[src/rtl/counter_pkg.sv]
// Shared FSM state encoding for the modulo counter.
package counter_pkg;
  typedef enum logic [1:0] {
    IDLE    = 2'b00,
    RUN     = 2'b01,
    DONE    = 2'b10,
    ILLEGAL = 2'b11
  } state_t;
endpackage

[src/rtl/mod_counter_next.sv]
// Next-count arithmetic: load clamp, step, wrap and saturate; purely combinational.
module mod_counter_next #(
  parameter int WIDTH   = 4,
  parameter int MODULUS = 10
) (
  input  logic [WIDTH-1:0] count,
  input  logic             up,
  input  logic             sat,
  input  logic             oneshot,
  input  logic             step,
  input  logic             load,
  input  logic [WIDTH-1:0] load_val,
  output logic [WIDTH-1:0] count_next,
  output logic             term_step
);
  localparam logic [WIDTH-1:0] MAX  = WIDTH'(MODULUS - 1);
  localparam logic [WIDTH-1:0] ONE  = WIDTH'(1);
  localparam logic [WIDTH-1:0] ZERO = '0;

  logic at_term;

  assign at_term   = up ? (count == MAX) : (count == ZERO);
  assign term_step = step && at_term;

  always_comb begin
    count_next = count;
    if (load) begin
      count_next = (load_val > MAX) ? MAX : load_val;
    end else if (step) begin
      if (at_term) begin
        // A oneshot run parks on the terminal value rather than wrapping.
        if (!sat && !oneshot) begin
          count_next = up ? ZERO : MAX;
        end
      end else begin
        count_next = up ? (count + ONE) : (count - ONE);
      end
    end
  end
endmodule

[src/rtl/mod_counter.sv]
// Up/down modulo counter with IDLE/RUN/DONE control FSM, saturate/wrap and oneshot modes.
module mod_counter
  import counter_pkg::*;
#(
  parameter int WIDTH   = 4,
  parameter int MODULUS = 10
) (
  input  logic             clk,
  input  logic             reset,
  input  logic             en,
  input  logic             up,
  input  logic             sat,
  input  logic             oneshot,
  input  logic             start,
  input  logic             stop,
  input  logic             load,
  input  logic [WIDTH-1:0] load_val,
  output logic [WIDTH-1:0] count,
  output logic             tc,
  output logic             busy,
  output logic             done
);
  state_t           state;
  state_t           state_next;
  logic             step;
  logic             term_step;
  logic [WIDTH-1:0] count_next;

  assign step = (state == RUN) && en && !load;

  mod_counter_next #(
    .WIDTH   (WIDTH),
    .MODULUS (MODULUS)
  ) u_next (
    .count      (count),
    .up         (up),
    .sat        (sat),
    .oneshot    (oneshot),
    .step       (step),
    .load       (load),
    .load_val   (load_val),
    .count_next (count_next),
    .term_step  (term_step)
  );

  always_ff @(posedge clk or negedge reset) begin
    if (!reset) begin
      state <= IDLE;
    end else begin
      state <= state_next;
    end
  end

  // Stop is checked first everywhere so it wins over a simultaneous start.
  always_comb begin
    state_next = state;
    case (state)
      IDLE: begin
        if (stop)       state_next = IDLE;
        else if (start) state_next = RUN;
      end
      RUN: begin
        if (stop)                        state_next = IDLE;
        else if (term_step && oneshot)   state_next = DONE;
      end
      DONE: begin
        if (stop)       state_next = IDLE;
        else if (start) state_next = RUN;
      end
      default: state_next = IDLE;
    endcase
  end

  always_ff @(posedge clk or negedge reset) begin
    if (!reset) begin
      count <= '0;
      tc    <= 1'b0;
    end else begin
      count <= count_next;
      tc    <= term_step;
    end
  end

  assign busy = (state == RUN);
  assign done = (state == DONE);
endmodule

[config.mk]
export PLATFORM = sky130hd
export DESIGN_NAME = mod_counter
export DESIGN_NICKNAME = d
export VERILOG_FILES = /design/src/rtl/counter_pkg.sv /design/src/rtl/mod_counter_next.sv /design/src/rtl/mod_counter.sv
export SDC_FILE = /design/constraint.sdc
export NUM_CORES = 1
export LEC_CHECK = 0
export CAP_MARGIN = 20
export CORE_MARGIN = 1.5
export CORE_UTILIZATION = 36
export CTS_BUF_LIST = sky130_fd_sc_hd__clkbuf_16
export DETAILED_ROUTE_END_ITERATION = 10
export HOLD_SLACK_MARGIN = 0.1
export PLACE_DENSITY = 0.68
export REMOVE_ABC_BUFFERS = 1
export SETUP_SLACK_MARGIN = 0.5
export SYNTH_ARGS = -nofsm -noshare
export SYNTH_HDL_FRONTEND = slang
export SYNTH_SLANG_ARGS = --single-unit
[constraint.sdc]
create_clock -name clk -period 1.7 [get_ports clk]
set_input_delay 0.255 -clock clk [delete_from_list [all_inputs] [get_ports clk]]
set_output_delay 0.255 -clock clk [all_outputs]
set_load 0.05 [all_outputs]
==> results of run 1 <==
-- per-stage QoR --
| step | utilization | std cells |
|---|---|---|
| finish | 0.946 | 122 |
| global route | 0.946 | 122 |
| CTS | 0.838 | 115 |
| detailed placement | 0.621 | 103 |
| global placement | 0.621 | 103 |
| floorplan | - | 56 |
-- kinds of logic after synthesis --
group,synth area share
AND/OR/NAND/NOR,0.238
AO/OA/AOI/OAI,0.271
flip-flops,0.351
buffers and inverters,0.0326
adder cells (fa/ha/maj),0.0902
XOR/XNOR,0.0175
-- report_power, final --
group          internal (uW)  switching [uW]  total [uW]
clock                    307             104         411
combinational            386             381         767
sequential               194            40.0         234
total                    888             525        1410
-- area by class of cell --
type | count | area, um^2
clock buffers | 3 | 75.1
multi-input cells | 46 | 470
inverters | 3 | 11.3
fillers | 36 | 70.1
flip-flops and latches | 7 | 178
well taps | 15 | 18.8
clock inverters | 1 | 3.75
repair buffers | 47 | 474
-- sequential cells by signal (all words and copies together), names as in the netlist --
name   flops
tc         1
state      2
count      4
-- cell usage after synthesis --
master / number / share of area
nor2_1: 8 / 0.060
dfrtp_1: 7 / 0.35
a21oi_1: 4 / 0.040
a31oi_1: 4 / 0.050
inv_1: 3 / 0.023
nor2b_1: 3 / 0.038
nor3_1: 3 / 0.030
and3_1: 2 / 0.025
ha_1: 2 / 0.050
nand3_1: 2 / 0.020
nand3b_1: 2 / 0.030
o21ai_0: 2 / 0.020
a2111oi_0: 1 / 0.018
a211oi_1: 1 / 0.015
a21o_1: 1 / 0.015
a221o_1: 1 / 0.020
a31oi_2: 1 / 0.025
and3_2: 1 / 0.015
clkbuf_2: 1 / 0.010
fa_1: 1 / 0.040
nand2_1: 1 / 0.0075
o21a_1: 1 / 0.015
o21ai_2: 1 / 0.018
o31a_1: 1 / 0.018
o32ai_1: 1 / 0.018
or3_1: 1 / 0.013
xnor2_1: 1 / 0.018
-- layer usage --
| layer | global-route usage | wire length, um |
|---|---|---|
| met3 | 0.0778 | 253 |
| met4 | 0.125 | 170 |
| met1 | 0.373 | 1150 |
| met2 | 0.476 | 1400 |
| met5 | 0 | 0 |
-- worst paths after layout --
check	start	endpoint	slack, ps	depth (start not counted)
max	count[2]$_DFFE_PN0P_	count[3]$_DFFE_PN0P_	-230	8
min	reset	count[3]$_DFFE_PN0P_	300	1
max reg2reg	count[2]$_DFFE_PN0P_	count[3]$_DFFE_PN0P_	-230	8
min reg2reg	count[3]$_DFFE_PN0P_	count[3]$_DFFE_PN0P_	690	2
max in group asynchronous	reset	count[0]$_DFFE_PN0P_	1110	1
min in group clk	stop	state[1]$_DFFE_PN0P_	670	2
-- timing repair --
action,in CTS,in global routing
buffers inserted,8,7
gates resized for setup,35,17
endpoints found under the setup margin,11,13
pin swaps,12,6
==> impl_metrics.ini, run 1 <==
[sta]
relSlewSlack = 0.758
hold_violations = 0
clock_skew_ps = 2.76
period_needed_ps = 1930
setup_total_negative_slack_ps = -460
fmax_mhz = 518
slew_violations = 0
worstMarginPinSlew_ps = 362
worst_slack_ps = -230
fin_crit_sh = 1.14
grt_setup_unrepaired = yes
hold-worst-slack_ps = 299
setup_viol = 4

[floorplan]
die-height_um = 40.2
die-area_um2 = 1620
io_pins = 20
chipWidth_um = 40.2
core_area_um2 = 1300
std_cell_rows = 13
start_util = 0.384

[placement]
dp_hpwl_um = 1200
gp_congestion = 0.808
placed_area_um2 = 808
numPortBuffers = 19
pre_cts_ws_ps = -706

[setup_path]
path_cells = buf_4 -> buf_6 -> buf_6 -> nor2_4 -> a211oi_1 -> or3_1 -> a221o_1 -> a31oi_2
timing.critical_path.buf_inv = 3
arrival_ps = 2080
cp_top_family = compound AO/OA/AOI/OAI gates
critPathKind = flop to flop
path_max_fanout = 3
crit_required_ps = 1850
crit_top_cell = buf_6
critPathSlowestCell = dfrtp_1
crit_path_max_incr_delay_ps = 420
end_kind = flop
start_kind = flop

[logic_synthesis]
avgSynthCellArea_um2 = 8.76
synth_seq_area_share = 0.351
synth_area_um2 = 499
ys_ff_latch = 7
synth.distinct_cells = 27
yosysWarnings = 0
synth_cells = 57

[detailed_routing]
drc = 0
firstDrtPassIters = 5
wl_um = 2970
first_iter_violations = 25
via_per_inst = 6.39
vias = 779
wl_per_cell_um = 24.4
final_antenna_net_count = 0

[clock_tree]
cts_buffers = 3
clock_sinks = 7
cts_tree = done
h-tree-depth = 1
cts_hold_buf = 0
cts_max_path_buffers = 2
clkTransAtPathRegs_ps = 40
clockRootBuffer = clkbuf_16
clk-insertion-delay-late_ps = 240

[cells_and_area]
n_antenna_cell = 0
postLayoutCellArea_um2 = 1230
syn_to_final_growth_pct = 147
drive_gt1_frac = 0.579
fin_nets = 124
final_common_cell = buf_4
mostFrequentLayoutCells = buf_4, buf_6, clkdlybuf4s50_1

[run]
maxCapViolCount = 0

[grt]
grt_max_degree = 9
first_global_vias = 613
grt_pass1_wl_um = 2970
grt_use_total = 0.296
grt_overflow_total = 0
antenna_found_initial = 0

[pwr]
finalPower_uw = 1410
ir_drop_uv = 974
leakage_uw = 0.000524
powerDensity_nw_per_um2 = 1150

[status]
outcome = finished with violations
violations = negative setup slack

[hold_path]
hp-class = input pin to async pin
Note: power is estimated with default switching activity, not from simulation.
==> run 2: changes to the inputs <==
--- a/config.mk
+++ b/config.mk
@@ -5,10 +5,10 @@
 export SDC_FILE = /design/constraint.sdc
 export NUM_CORES = 1
 export LEC_CHECK = 0
-export CAP_MARGIN = 20
 export CORE_MARGIN = 1.5
 export CORE_UTILIZATION = 36
 export CTS_BUF_LIST = sky130_fd_sc_hd__clkbuf_16
+export CTS_CLUSTER_SIZE = 10
 export DETAILED_ROUTE_END_ITERATION = 10
 export HOLD_SLACK_MARGIN = 0.1
 export PLACE_DENSITY = 0.68
==> results of run 2 <==
No change in the layout: final DEF, timing and power equal those of run 1.
==> run 3: changes to the inputs <==
--- a/config.mk
+++ b/config.mk
@@ -5,11 +5,11 @@
 export SDC_FILE = /design/constraint.sdc
 export NUM_CORES = 1
 export LEC_CHECK = 0
-export CORE_MARGIN = 1.5
-export CORE_UTILIZATION = 36
+export CORE_AREA = 2 2 39 41
 export CTS_BUF_LIST = sky130_fd_sc_hd__clkbuf_16
 export CTS_CLUSTER_SIZE = 10
 export DETAILED_ROUTE_END_ITERATION = 10
+export DIE_AREA = 0 0 41 43
 export HOLD_SLACK_MARGIN = 0.1
 export PLACE_DENSITY = 0.68
 export REMOVE_ABC_BUFFERS = 1
==> constraint.sdc (replaced) <==
create_clock -name clk -period 2.4 [get_ports clk]
set_input_delay 0.36 -clock clk [delete_from_list [all_inputs] [get_ports clk]]
set_output_delay 0.36 -clock clk [all_outputs]
set_load 0.05 [all_outputs]
==> impl_metrics.ini, run 3 (synthesis results as in run 1) <==
[status]
outcome = completed

[clock_tree]
cts_buffers = 3
clockRootBuffer = clkbuf_16
clkTransAtPathRegs_ps = 40
h-tree-depth = 1
clk-insertion-delay-late_ps = 230
cts_max_path_buffers = 2
cts_tree = done
clock_sinks = 7

[floorplan]
core_area_um2 = 1380
start_util = 0.361
die-height_um = 43
std_cell_rows = 14
chipWidth_um = 41
io_pins = 20
die-area_um2 = 1760

[sta]
fmax_mhz = 526
fin_crit_sh = 0.793
grt_setup_unrepaired = yes
slew_violations = 0
setup_viol = 0
hold_violations = 0
hold-worst-slack_ps = 400
relSlewSlack = 0.663
worstMarginPinSlew_ps = 507
period_needed_ps = 1900
clock_skew_ps = 2.27
setup_total_negative_slack_ps = 0

[setup_path]
start_kind = flop
startpoint = count[2]$_DFFE_PN0P_
arrival_ps = 2060
end_kind = flop
crit_required_ps = 2550
path_cells = ha_4 -> nand3_4 -> and3_4 -> or3_1 -> a221o_1 -> a31oi_2
worstReg2RegStart = count[2]$_DFFE_PN0P_
cp_top_family = simple AND/OR/NAND/NOR gates
path_max_fanout = 3
timing.critical_path.buf_inv = 0
critPathKind = flop to flop
crit_path_max_incr_delay_ps = 430
critPathSlowestCell = dfrtp_2

[detailed_routing]
wl_met3_um = 62
via_per_inst = 5.49
vias = 554
met2_length_um = 747
firstDrtPassIters = 4
wl_per_cell_um = 14.6
highest_layer = met4
final_antenna_net_count = 0
met1Wirelength_um = 651
drc = 0
wl_um = 1480
first_iter_violations = 15

[pwr]
leakage_uw = 0.000371
finalPower_uw = 771
ir_drop_uv = 643
powerDensity_nw_per_um2 = 877

[cells_and_area]
syn_to_final_growth_pct = 76.2
n_antenna_cell = 0
final_common_cell = clkdlybuf4s50_1
fin_nets = 102
drive_gt1_frac = 0.235
mostFrequentLayoutCells = clkdlybuf4s50_1, nor2_1, buf_4
largestRegisters = count x4, state x2, tc x1
postLayoutCellArea_um2 = 880
largest_register_ffs = 4
regMostFlops = count
fin_cells = 101

[grt]
grt_overflow_total = 0
first_global_vias = 504
grt_pass1_wl_um = 2370
grt_max_degree = 9
antenna_found_initial = 0
grt_use_total = 0.204

[placement]
numPortBuffers = 19
placed_area_um2 = 727
dp_hpwl_um = 967
gp_congestion = 0.760
dp.cells = 94

[hold_path]
hp-class = input pin to async pin

[run]
maxCapViolCount = 0
-- run 3: layer usage --
metal / track usage / vias to the layer above
met1: 0.262 / 264
met4: 0.120 / 0
met3: 0.0471 / 2
met5: 0 / -
li1: - / 270
met2: 0.297 / 18
-- run 3: area by class of cell --
class / instances / area [um^2]
sequential: 7 / 178
fill: 119 / 504
clock inverter: 1 / 3.75
tap: 16 / 20.0
clock buffer: 3 / 75.1
inverter: 3 / 11.3
multi-input combinational: 46 / 362
timing repair buffer: 25 / 230
-- run 3: what timing repair did --
item / in CTS / in global routing
endpoints found under the hold margin: 0 / 0
hold buffers: 0 / 0
gates resized for setup: 11 / 5
buffers inserted: 0 / 3
setup endpoints to repair: 5 / 1
pin swaps: 3 / 3
-- run 3: path summary, 6_finish.rpt --
kind | endpoint | cells past startpoint | slack, ps
setup / recovery | count[3]$_DFFE_PN0P_ | 6 | 500
hold / removal | count[3]$_DFFE_PN0P_ | 1 | 400
setup reg to reg | count[3]$_DFFE_PN0P_ | 6 | 500
hold reg to reg | state[1]$_DFFE_PN0P_ | 1 | 530
max in group asynchronous | count[2]$_DFFE_PN0P_ | 1 | 1730
min in group clk | state[1]$_DFFE_PN0P_ | 1 | 530
-- run 3: through the flow --
| step | setup slack, ps | utilization |
|---|---|---|
| 2_1_floorplan | 215 | - |
| 3_3_place_gp | -15.5 | 0.525 |
| 3_5_place_dp | -90.0 | 0.525 |
| 4_1_cts | 457 | 0.602 |
| 5_1_grt | 452 | 0.636 |
| 6_report | 498 | 0.636 |
-- run 3: report_power, final --
part | switching (uW) | total, uW | leakage, uW | internal [uW]
Sequential | 32.6 | 170 | 0.0000850 | 138
Clock | 68.0 | 285 | 0.0000423 | 217
Combinational | 168 | 316 | 0.000243 | 147
==> edit 1, RTL diff (flow settings as in run 1) <==
`WIDTH` is set to 4 in 2 places; all go to 6.
--- a/src/rtl/mod_counter_next.sv
+++ b/src/rtl/mod_counter_next.sv
@@ -1,6 +1,6 @@
 // Next-count arithmetic: load clamp, step, wrap and saturate; purely combinational.
 module mod_counter_next #(
-  parameter int WIDTH   = 4,
+  parameter int WIDTH   = 6,
   parameter int MODULUS = 10
 ) (
   input  logic [WIDTH-1:0] count,
--- a/src/rtl/mod_counter.sv
+++ b/src/rtl/mod_counter.sv
@@ -2,7 +2,7 @@
 module mod_counter
   import counter_pkg::*;
 #(
-  parameter int WIDTH   = 4,
+  parameter int WIDTH   = 6,
   parameter int MODULUS = 10
 ) (
   input  logic             clk,
Interface: changed (resized count and load_val); port bits go from 20 to 24. No check against the original RTL was run, so the function may have changed too.
==> edit 1 against run 1 <==
  * The flow still finishes with violations (setup timing)
  * Cell area grew 22%
  * Routed wire length fell by 25%
  * Count of clock-buffer cells in the layout unchanged
  * Core utilization down 16 points
  * Area after synthesis increased by 44%
  * Worst setup slack improved by 0.19 ns
  * Synthesized cell count grew 30%
  * Total power increased by 55%
  * Sequential cell count up 2
  * Cell count is 30% higher
  * Sequential power grew 60%
==> edit 1: results (changes against run 1) <==
Leak pwr -> 0.663 nW (+27%)
VDD IR-drop max -> 807 µV (-17%)
CTS root buffer -> clkbuf_16
Endpoints failing setup -> 3 (-1)
Setup WS pre-CTS -> -0.517 ns (+0.189 ns)
Adder-cell share of the synthesized area -> 9.72% (+0.70 points)
Net Sw Frac -> 38.9% (+1.7 points)
Clock buffer depth -> 2 (unchanged)
XOR/XNOR share of the synthesized area -> 2.43% (+0.68 points)
CP arrival -> 1.85 ns (-0.23 ns)
Ys async rst share -> 100% (unchanged)
Clock Skews -> 0.000611 ns (-0.00215 ns)
Clk Latency, worst-skew pair -> 0.23 ns
All-layer global routing usage -> 22.8% (-6.8 points)
Max FO, Critical Path -> 3 (unchanged)
CP peak stage delay -> 0.42 ns (about the same)
Post-Syn Instances -> 74 (+30%)
Vias in the first global route -> 827 (+35%)
Cell Area, Placed -> 0.00118 mm² (+46%)
Final TNS setup -> -0.0625 ns (+0.397 ns)
IO Port Bufs -> 23 (+4)
First-pass GRT wire length -> 3.62 mm (+22%)
Biggest regs -> count (6), state (2), tc (1)
Antenna fix cells -> 0 (unchanged)
Initial drt markers -> 8 (-68%)
TritonCTS buffer count -> 3 (unchanged)
DP HPWL -> 1.59 mm (+33%)
Share of cells above drive strength 1 -> 53.8% (-4.2 points)
Final setup margin -> -0.0405 ns (+0.189 ns)
Total Nets Final -> 153 (+23%)
# fillers -> 126 (+250%)
DRT Pass-1 Iters -> 4 (-1)
Complex-gate fraction of the synthesized area -> 28.8% (+1.8 points)
Reg clk slew, reported paths -> 0.04 ns (about the same)
Initial antenna violation count -> 0 (unchanged)
Area contributors post-synth -> dfrtp_1, ha_1, mux2_4
Rel. slew slack -> 70.3% (-5.5 points)
Non-Filler Instances -> 159 (+30%)
Multiplexer share of the synthesized area -> 4.17% (+4.2 points)
Hold Path Class -> input port to async pin
Largest net degree at the start of global routing -> 10 (+1)
Failing checks -> setup timing
Post-synth cell types -> 35 (+30%)
Placer Congestion -> 0.774 (-4.2%)
WL/cell -> 14.1 µm (-42%)
Run status -> finished, violations left
Clk pwr share -> 18.6% (-11 points)
Clk. pwr -> 0.409 mW
Synth Warn # -> 0 (unchanged)
Sequential fraction of the synthesis area -> 31.3% (-3.8 points)
DR vias -> 815 (+4.6%)
Synth top cells by count -> dfrtp_1, inv_1, nand2_1
Combinational share of power -> 64.3% (+10 points)
-- edit 1: cell count changes after synthesis, moves of 3 or more --
cell,change
nor2_1,-5
nand2_1,+4
a31oi_1,-3
inv_1,+3
-- edit 1: final cells by class --
class                      count  area [µm²]  share of cell area (%)
clock inverter                 1        3.75                   0.250
clock buffer                   3        75.1                    5.00
timing repair buffer          54         528                    35.1
inverter                       6        22.5                    1.50
tap                           27        33.8                    2.25
multi-input combinational     59         611                    40.6
sequential                     9         229                    15.2
-- edit 1: routing by layer --
layer	vias up	track usage [%]	wire, µm
met1	388	24.0	892
met4	0	6.49	25
met2	25	45.1	1220
met3	2	4.15	102
li1	400	-	-
met5	-	0	0
-- edit 1: worst max-delay path: cells and delay by family, from the launching register on --
family | cells | cell delay (ns)
AND/OR/NAND/NOR | 1 | 0.15
adder cells (fa/ha/maj) | 1 | 0.27
buffers and inverters | 1 | 0.14
flip-flops | 1 | 0.42
AO/OA/AOI/OAI | 4 | 0.64
-- edit 1: final timing paths --
| check | slack, ns | end | depth (start not counted) | startpoint |
|---|---|---|---|---|
| max in group asynchronous | 1.03 | count[3]$_DFFE_PN0P_ | 1 | reset |
| max | -0.04 | count[5]$_DFFE_PN0P_ | 7 | count[4]$_DFFE_PN0P_ |
| min reg2reg | 0.58 | count[1]$_DFFE_PN0P_ | 2 | count[1]$_DFFE_PN0P_ |
| min in group clk | 0.58 | count[1]$_DFFE_PN0P_ | 2 | count[1]$_DFFE_PN0P_ |
| max reg2reg | -0.04 | count[5]$_DFFE_PN0P_ | 7 | count[4]$_DFFE_PN0P_ |
| min | 0.34 | tc$_DFF_PN0_ | 1 | reset |
-- edit 1: timing repair --
item | in CTS | in global routing
resized for setup | 33 | 12
setup endpoints to repair | 15 | 16
buffers inserted | 5 | 0
pin swaps | 12 | 1
gates cloned | 0 | 0
==> edit 2, RTL diff (flow settings as in run 1) <==
Made on the original files. Make the reset (`reset`) synchronous in 2 clocked blocks.
--- a/src/rtl/mod_counter.sv
+++ b/src/rtl/mod_counter.sv
@@ -43,7 +43,7 @@
     .term_step  (term_step)
   );
 
-  always_ff @(posedge clk or negedge reset) begin
+  always_ff @(posedge clk) begin
     if (!reset) begin
       state <= IDLE;
     end else begin
@@ -71,7 +71,7 @@
     endcase
   end
 
-  always_ff @(posedge clk or negedge reset) begin
+  always_ff @(posedge clk) begin
     if (!reset) begin
       count <= '0;
       tc    <= 1'b0;
Behaviour: differs if reset is asserted again (counterexample within 4 cycles, from zero or initial values and one cycle with reset low); with reset held inactive, the same outputs for 10 cycles.
==> edit 2 against run 1 <==
  * Fmax up 35%
  * Sequential share of layout area up 1.2 points
  * Routed wire length down 49%
  * Core utilization down 19 points
  * Area after synthesis up 6.5%
  * Worst setup slack better by 0.50 ns
  * Largest cell class is now multi-input combinational cells
  * Hold slack better by 0.24 ns
  * Sequential cell count unchanged
  * Cell area down 18%
  * Clock skew about the same
Power is not compared: it rests on default switching activity, and its combinational part moved more than twofold at a synthesized area within 25%.
==> edit 2: results (changes against run 1) <==
Run status -> complete, no violations
# fillers -> 96 (+170%)
DR vias -> 598 (-23%)
Cell Area, Placed -> 778 µm² (-3.7%)
Placer Congestion -> 0.809 (+0.15%)
VDD IR-drop max -> 582 µV
Hold Path Class -> flop to flop
Vias in the first global route -> 576 (-6.0%)
Rel. slew slack -> 81.4% (+5.6 points)
Ys async rst share -> 0% (-100 points)
Area contributors post-synth -> dfxtp_1, ha_1, nand3b_1
CTS root buffer -> clkbuf_16
First-pass GRT wire length -> 2.64 mm (-11%)
Largest net degree at the start of global routing -> 12 (+3)
Initial antenna violation count -> 0 (unchanged)
Clock Skews -> 0.00253 ns (-0.000237 ns)
Global routing met2 resource utilization -> 29.7% (-18 points)
Overall routed net length -> 1.53 mm (-49%)
Reg clk slew, reported paths -> 0.04 ns (about the same)
GR met3 Demand/Resource -> 8.70% (+0.92 points)
Max FO, Critical Path -> 4 (+1)
All-layer global routing usage -> 19.9% (-9.8 points)
Total Nets Final -> 112 (-9.7%)
M1 GR Usage -> 25.7% (-12 points)
Initial drt markers -> 7 (-72%)
Antenna fix cells -> 0 (unchanged)
Post-synth cell types -> 34 (+26%)
Sequential fraction of the synthesis area -> 26.4% (-8.7 points)
CP arrival -> 1.54 ns (-0.54 ns)
Share of cells above drive strength 1 -> 52.6% (-5.3 points)
Synth top cells by count -> dfxtp_1, nand2_1
DRT Pass-1 Iters -> 4 (-1)
DP HPWL -> 975 µm (-19%)
-- edit 2: cell count changes after synthesis, sizes merged, moves of 2 or more --
cell and delta:
a31oi -2, o211a +2, dfxtp +7, a21oi -3, nor3b +2, nor2 -5
dfrtp -7, o21ai +2, and3b +2, nand2 +4
-- edit 2: final timing paths --
path / startpoint / endpoint / slack (ns) / cells after the start
worst max-delay path: count[2]$_SDFFE_PN0P_ / count[3]$_SDFFE_PN0P_ / 0.27 / 6
worst min-delay path: count[2]$_SDFFE_PN0P_ / count[2]$_SDFFE_PN0P_ / 0.54 / 1
worst max register to register: count[2]$_SDFFE_PN0P_ / count[3]$_SDFFE_PN0P_ / 0.27 / 6
worst min register to register: count[2]$_SDFFE_PN0P_ / count[2]$_SDFFE_PN0P_ / 0.54 / 1
-- edit 2: power breakdown --
part | leakage [nW] | switching (mW) | internal (mW)
clock network | 0.0423 | 0.0940 | 0.306
logic | 0.327 | 0.124 | 0.125
registers | 0.0609 | 0.0146 | 0.175
-- edit 2: repair_timing --
item,4_1_cts,5_1_grt
setup buffers,5,0
resized for setup,40,4
pin swaps,8,3
setup endpoints to repair,12,8
-- edit 2: critical path: stages (launching register included) --
cell and delay [ns]:
dfxtp_4 0.35, ha_4 0.30, a21oi_4 0.07, a2111oi_2 0.36, a31oi_1 0.08, nand3_1 0.08
a31oi_1 0.07
-- edit 2: cells by family after synthesis --
kind of cell               Yosys count  share of synthesized area, %
xor gates and xnor gates             2                          3.29
buffers and inverters                4                          3.06
AOI/OAI and AO/OA                   18                          26.4
and+or+nand+nor                     28                          32.5
DFF                                  7                          26.4
adders and majority gates            3                          8.47
-- edit 2: routing by layer --
| metal | wire, µm | share of wire [%] |
|---|---|---|
| met5 | 0 | 0 |
| met4 | 32 | 2.1 |
| met3 | 87 | 5.7 |
| met2 | 688 | 45 |
| met1 | 719 | 47 |
-- edit 2: metrics by stage --
stage	worst slack, ns	utilization, %	power [mW]	cells
5_1_grt	0.207	75.6	0.871	110
3_3_place_gp	-0.295	58.3	0.383	101
2_1_floorplan	-0.129	-	0.298	61
6_report	0.272	75.6	0.838	110
4_1_cts	0.317	74.6	0.830	110
3_5_place_dp	-0.330	58.3	0.384	101
-- edit 2: layout make-up --
cell class | instances | area [µm²] | area share [%]
well taps | 15 | 18.8 | 1.86
repair buffers | 30 | 275 | 27.3
flip-flops and latches | 7 | 158 | 15.6
inverters | 3 | 13.8 | 1.36
clock buffers | 3 | 75.1 | 7.44
multi-input cells | 51 | 464 | 46.0
clock inverters | 1 | 3.75 | 0.372
